--- config.mk ---
export PLATFORM = sky130hd
export DESIGN_NAME = s27_seq_ctrl
export DESIGN_NICKNAME = d
export VERILOG_FILES = /design/src/rtl/s27_seq_ctrl.sv
export SDC_FILE = /design/constraint.sdc
export NUM_CORES = 1
export LEC_CHECK = 0
export ABC_AREA = 1
export ABC_CLOCK_PERIOD_IN_PS = 3900
export CAP_MARGIN = 20
export CORE_MARGIN = 2
export CORE_UTILIZATION = 25
export DETAILED_ROUTE_END_ITERATION = 12
export PLACE_DENSITY = 0.45
export SLEW_MARGIN = 5
export SYNTH_ARGS = -nofsm -noshare
export SYNTH_HDL_FRONTEND = slang
export SYNTH_SLANG_ARGS = --single-unit
--- constraint.sdc ---
create_clock -name clk -period 3.9 [get_ports clk]
set_clock_uncertainty 0.15 [all_clocks]
set_input_delay 0.78 -clock clk [delete_from_list [all_inputs] [get_ports clk]]
set_output_delay 0.78 -clock clk [all_outputs]
set_load 0.02 [all_outputs]
--- src/rtl/s27_seq_ctrl.sv ---
// Test-sequencing controller for the s27 locked benchmark core.
// Holds the core in reset, streams input vectors over valid/ready with a
// gated core clock, and compacts G17 into a MISR signature.
//
// state | meaning
// ------+-----------------------------------------------------------
// IDLE  | waiting for start; core held in reset
// CRST  | core reset with clock enabled for RST_CYCLES cycles
// RUN   | accepting vectors; core advances on each accepted vector
// DONE  | one-cycle completion; signature published
module s27_seq_ctrl #(
   parameter int              RST_CYCLES = 2,
   parameter int              VEC_W      = 4,
   parameter int              SIG_W      = 8,
   parameter logic [SIG_W-1:0] POLY      = 8'h1D,
   parameter logic [SIG_W-1:0] SEED      = '0
) (
   input  logic             clk,
   input  logic             rst,
   input  logic             start,
   input  logic [7:0]       num_vec,
   input  logic             vec_valid,
   input  logic [VEC_W-1:0] vec_data,
   output logic             vec_ready,
   output logic             core_rst,
   output logic             core_ce,
   output logic [VEC_W-1:0] core_in,
   input  logic             core_out,
   output logic             busy,
   output logic             done,
   output logic             sig_valid,
   output logic [SIG_W-1:0] signature
);

   localparam int RCW = (RST_CYCLES > 1) ? $clog2(RST_CYCLES) : 1;

   typedef enum logic [1:0] {
      S_IDLE = 2'd0,
      S_CRST = 2'd1,
      S_RUN  = 2'd2,
      S_DONE = 2'd3
   } state_t;

   state_t           state, state_nxt;
   logic [RCW-1:0]   rst_cnt;
   logic [7:0]       vec_cnt;
   logic [7:0]       num_q;
   logic [SIG_W-1:0] misr;
   logic [SIG_W-1:0] misr_nxt;
   logic             sig_v_q;
   logic             fire;

   // MISR step: shift, polynomial feedback on the outgoing bit, fold in G17
   assign misr_nxt = {misr[SIG_W-2:0], 1'b0}
                   ^ (misr[SIG_W-1] ? POLY : '0)
                   ^ {{(SIG_W-1){1'b0}}, core_out};

   // The MISR is frozen outside RUN, so it doubles as the published signature
   assign signature = misr;
   assign sig_valid = sig_v_q;

   // State register
   always_ff @(posedge clk or negedge rst) begin
      if (!rst) state <= S_IDLE;
      else      state <= state_nxt;
   end

   // Next-state and output decode; vec_ready depends on state only
   always_comb begin
      state_nxt = state;
      vec_ready = 1'b0;
      core_rst  = 1'b0;
      core_ce   = 1'b0;
      core_in   = '0;
      busy      = 1'b1;
      done      = 1'b0;
      fire      = 1'b0;
      case (state)
         S_IDLE: begin
            core_rst = 1'b1;
            busy     = 1'b0;
            if (start) state_nxt = S_CRST;
         end
         S_CRST: begin
            core_rst = 1'b1;
            core_ce  = 1'b1;
            if (rst_cnt == '0) state_nxt = (num_q == 8'd0) ? S_DONE : S_RUN;
         end
         S_RUN: begin
            vec_ready = 1'b1;
            fire      = vec_valid;
            core_ce   = vec_valid;
            if (vec_valid) core_in = vec_data;
            if (vec_valid && (vec_cnt == num_q - 8'd1)) state_nxt = S_DONE;
         end
         S_DONE: begin
            done      = 1'b1;
            state_nxt = S_IDLE;
         end
         default: state_nxt = S_IDLE;
      endcase
   end

   // Run datapath: reset timer, vector count, MISR and signature-valid flag
   always_ff @(posedge clk or negedge rst) begin
      if (!rst) begin
         rst_cnt <= '0;
         vec_cnt <= 8'd0;
         num_q   <= 8'd0;
         misr    <= SEED;
         sig_v_q <= 1'b0;
      end else begin
         case (state)
            S_IDLE: begin
               if (start) begin
                  num_q   <= num_vec;
                  misr    <= SEED;
                  sig_v_q <= 1'b0;
                  vec_cnt <= 8'd0;
                  rst_cnt <= RCW'(RST_CYCLES - 1);
               end
            end
            S_CRST: begin
               if (rst_cnt != '0) rst_cnt <= rst_cnt - RCW'(1);
            end
            S_RUN: begin
               if (fire) begin
                  misr    <= misr_nxt;
                  vec_cnt <= vec_cnt + 8'd1;
               end
            end
            default: ;
         endcase
         if (state != S_DONE && state_nxt == S_DONE) sig_v_q <= 1'b1;
      end
   end

endmodule

# [After elaboration in Yosys (flattened, before gate mapping)]
# Index checks and enable logic that the tools add are counted.
[totals] reg_bits=28 in_bits=17 output_inout_bits=18 elab_cells=57
[op_classes] addsub=3 eq_ne=8 mux=25 n_bitwise=2 reduce_logical=13
[op_table] cell="8-bit case mux with 2 select lines" count=2
[op_table] cell="8-bit two-way mux" count=3
[op_table] cell="1-bit two-way mux" count=11
[op_table] cell="8-bit by 1-bit adder with 8-bit output (second input constant)" count=1
[op_table] cell="8-bit equality test" count=1
[op_table] cell="8-bit logical NOT" count=1
[op_table] cell="4-bit two-way mux" count=2
[op_table] cell="2-bit case mux with 4 select lines" count=1
[op_table] cell="2-bit nonzero test" count=4
[op_table] cell="8-bit by 1-bit subtractor with 8-bit output (second input constant)" count=1
[op_table] cell="8-bit by 1-bit XOR with 8-bit output" count=1
[op_table] cell="8-bit by 5-bit XOR with 8-bit output" count=1
[op_table] cell="2-bit equality test (second input constant)" count=3
[op_table] cell="2-bit two-way mux" count=3
[op_table] cell="2-bit inequality test (second input constant)" count=3
[op_table] cell="2-bit AND reduction" count=3
[op_table] cell="5-bit two-way mux" count=1
[op_table] cell="1-bit case mux with 2 select lines" count=2
[op_table] cell="3-bit AND reduction" count=1
[op_table] cell="2-bit by 1-bit equality test with 1-bit output (second input constant)" count=1
[op_table] cell="1-bit logical AND" count=2
[op_table] cell="2-bit logical NOT" count=1
[op_table] cell="2-bit OR reduction" count=1
[op_table] cell="1-bit subtractor (second input constant)" count=1

# [Logic depth before layout (Yosys ltp)]
[depth] ltp_word=9 ltp_mapped=15 mapped_depth_nobuf=15

# [Least setup slack after synthesis]
# Ideal clock, no wire load.
[synth_path] kind="register to output" startpoint="register state[0]" endpoint="output port core_ce" t_arrival_ns=1.548 required_ns=2.970 slack_ns=1.422 stages_incl_launch_ff=6 path_buffers=1 path_cell_list="dfrtp_1 -> inv_1 -> ha_1 -> buf_6 -> nand2_4 -> a21boi_0"
[synth_via] elab_chain_len=2 word_cells_on_any_way=3 cone_classes="eq/ne: 2; mux: 1"
[synth_lines] item="start, declared" line_no="44" rtl="state_t state, state_nxt;"
[synth_lines] item="start signal, assigned" line_no="65" rtl="else state <= state_nxt;"
[synth_lines] item="2-bit equality test or 2-bit by 1-bit equality test with 1-bit output (tied branches)" line_no="78" rtl="case (state)"
[synth_lines] item="1-bit case mux with 2 select lines *" line_no="78"
[synth_lines] item="end, declared" line_no="26" rtl="output logic core_ce,"
# Every way passes the cells marked *; elsewhere a longest branch is shown, timed or not.

# [Final worst setup path]
[layout_path] startpoint="input port vec_valid" endpoint="output port core_ce"
[layout_via] elab_chain_len=1
[layout_lines] item="start, declared" line_no="22" rtl="input logic vec_valid,"
[layout_lines] item="1-bit case mux with 2 select lines" line_no="78"
# No other way between the ends.

==> run summary <==
Cell area power density -> 615 nW/um^2
CP max FO -> 6
MaxCap Viol Count -> 0
CTS-repair resized insts -> 0
Post-synthesis area per instance -> 7.64 sq um
Count of nets left with antenna violations after detail routing -> 0
Layout cell share with drive strength beyond 1 -> 7.48%
Violated checks -> DRC
Worst stage delay on the critical path -> 630 ps
Starting Density -> 26.1%
Post-route DRC violation count -> 2
Die height -> 85.8 um
Most frequent cells in the layout -> 61 x nand2_1, 34 x clkdlybuf4s50_1, 33 x inv_1
Count of TritonRoute iterations in the first routing pass -> 10
Part of the total power dissipated in the clock network -> 12.4%
Class of the tightest hold or removal check -> reg2reg
Final estimated routing congestion in global placement -> 0.749
Root Buffer -> clkbuf_8
Total internal power -> 0.000719 W
Worst path buffer plus inverter count -> 2
Number of antenna repair diodes -> 0
Core area -> 6420 sq um
Required @ worst endpoint -> 2970 ps
Critical path type -> in2out
Number of distinct standard cells referenced by the synthesized netlist -> 32
Antenna violations before repair -> 0
Pins Over Slew Limit -> 0
Final-report hold violation count -> 0
Yosys warning count -> 0
Total gr overflow -> 0
Post-detailed-routing wire length -> 4.07 mm
Via count -> 1429
Routed len/inst -> 12.3 um
TritonCTS clock tree -> yes
Overall fraction of global-route tracks in use -> 11.6%
Die width -> 85.8 um
Gate power share -> 54.0%
Category of cells accounting for the largest share of critical-path delay -> buffers and inverters
Htree depth -> 1
Arrival time worst endpoint -> 2240 ps
DRT iter0 DRCs -> 68
Clock-pin transition on the worst setup and hold timing paths -> 100 ps
Transition time at the pin with the least slew margin -> 447 ps
Clock insertion delay at the later pin of the skew report -> 280 ps
Final critical-path required period -> 3170 ps
Setup Buffers After CTS -> 0
Final instance area -> 2140 sq um
Worst path cell trace -> clkdlybuf4s50_1 > nand2_4 > a21boi_0 > clkdlybuf4s50_1
Run status -> finished, violations left
Syn Inst Count -> 219
TritonCTS Buffers -> 3
Hpwl dp -> 2.98 mm
Part of the Yosys area used for sequential elements -> 41.9%
Hold-fix buffers, CTS -> 0
IO Pins -> 35
Maximum vdd ir drop -> 0.351 mV
Kind of start point of the critical path -> primary input
Non-filler instance count after layout -> 331
Flops & latches, synth -> 28
Cell with the biggest individual delay on the critical path -> clkdlybuf4s50_1
Cell area after synthesis -> 1670 sq um
Sequential fraction of design power -> 33.6%
Portion of the clock cycle consumed by the worst path in the final layout -> 81.4%
Pin count of the biggest net entering global routing -> 29
Max-slew headroom at the worst pin -> 70.1%
Number of nets in the final layout -> 279
Full die area -> 7370 sq um
Final setup fails -> 0
Number of placement rows -> 29
Deepest clock path buffer count -> 2
Post-detailed-placement cell area -> 2100 sq um
Crit end category -> output port
Total power after layout -> 0.00132 W
Cell type with the highest occurrence count on the critical path -> clkdlybuf4s50_1
Post-placement cell count -> 328
Total negative slack for setup checks -> 0 ps
Count of buffers inserted at the top-level ports -> 34
Routed vias/inst -> 4.32
Unrepaired setup endpoints after global routing -> false
Leading cell type in the layout, fill and taps excluded -> nand2_1
Switching component of the power -> 0.000599 W
Switching fraction of total power -> 45.5%
Wire length of the first global-routing pass -> 6.76 mm
Leakage dissipation -> 1.03 nW
Maximum frequency from static timing analysis -> 315 MHz
Via count of the first global-routing pass -> 1420
Area grow syn2layout -> 28.0%
Total nets after synthesis -> 242
Clock tree sinks -> 28
==> cell families after synthesis <==
kind of cell,after synthesis,share of synthesized area [%]
fa+ha+maj,6,4.48
buf+inv,41,9.79
compound gates,39,13.8
simple gates,101,27.2
xor+xnor,4,2.91
flops,28,41.9
==> metal layers <==
layer  vias up  routed length [um]  global-route usage (%)
li1        762                   -                       -
met4         0                  34                    2.89
met2        30                1650                    17.5
met5         -                   0                       0
met1       633                2200                    16.8
met3         4                 186                    2.69
==> stage by stage <==
stage / hold WS (ps) / utilization (%) / setup WS, ps
2_1_floorplan: 334 / - / 1420
3_3_place_gp: 319 / 32.7 / 765
3_5_place_dp: 325 / 32.7 / 733
4_1_cts: 350 / 33.4 / 711
5_1_grt: 383 / 33.4 / 615
6_report: 342 / 33.4 / 727
==> power groups by stage <==
stage / sequential [W] / combinational [W] / clock [W]
floorplan: 0.000443 / 0.000501 / 0
global route: 0.000457 / 0.000814 / 0.000186
detailed placement: 0.000448 / 0.000717 / 0
finish: 0.000443 / 0.000712 / 0.000163
global placement: 0.000452 / 0.000719 / 0
CTS: 0.000444 / 0.000722 / 0.000176
==> synthesized netlist by cell type <==
cell type / number / share of area (%)
ha_1: 6 / 4.5
nand4_2: 1 / 0.75
nor3b_2: 1 / 0.75
o21ai_1: 1 / 0.30
o21ai_0: 13 / 3.9
nand2_4: 1 / 0.67
a21oi_1: 12 / 3.6
xnor3_1: 1 / 1.3
o211ai_1: 4 / 1.8
a21boi_0: 3 / 1.3
nand3_1: 10 / 3.0
nor2_1: 16 / 3.6
clkbuf_1: 1 / 0.22
dfrtp_1: 28 / 42
nor3b_1: 3 / 1.3
inv_2: 3 / 0.67
xor2_1: 2 / 1.0
nand2_1: 61 / 14
buf_1: 1 / 0.22
nand2_2: 1 / 0.37
buf_2: 1 / 0.30
o22ai_1: 5 / 1.9
nand3b_1: 1 / 0.45
inv_1: 33 / 7.4
nor3_2: 1 / 0.60
nor3_1: 1 / 0.30
xnor2_1: 1 / 0.52
buf_6: 1 / 0.67
clkinv_2: 1 / 0.30
nor2_2: 3 / 1.1
nand3_2: 1 / 0.60
a21oi_4: 1 / 0.97
==> tightest hold or removal path, cell delays in order, from the launching register on <==
cell and delay [ps]:
dfrtp_1 360, nand2_1 50, nand2_1 60
==> registers in the layout, summed over array words and instances, names as in the netlist <==
signal / count
num_q: 8
signature: 8
vec_cnt: 8
state: 2
rst_cnt: 1
sig_valid: 1
==> final cells by class <==
cell class	count	area, sq um
inverter	37	140
timing repair buffer	36	355
clock buffer	3	41.3
tap	77	96.3
multi-input combinational	150	810
sequential	28	701
fill	679	4280
==> final timing paths <==
check	end	start	depth (start not counted)	slack, ps
max in group asynchronous	sig_valid	rst	2	2580
worst min register to register	sig_valid	sig_valid	2	340
worst min-delay path	sig_valid	sig_valid	2	340
min in group asynchronous	signature[6]	rst	2	730
worst max register to register	vec_cnt[6]	state[0]	13	1500
worst max-delay path	core_ce	vec_valid	4	730
(Power assumes the default switching activity.)
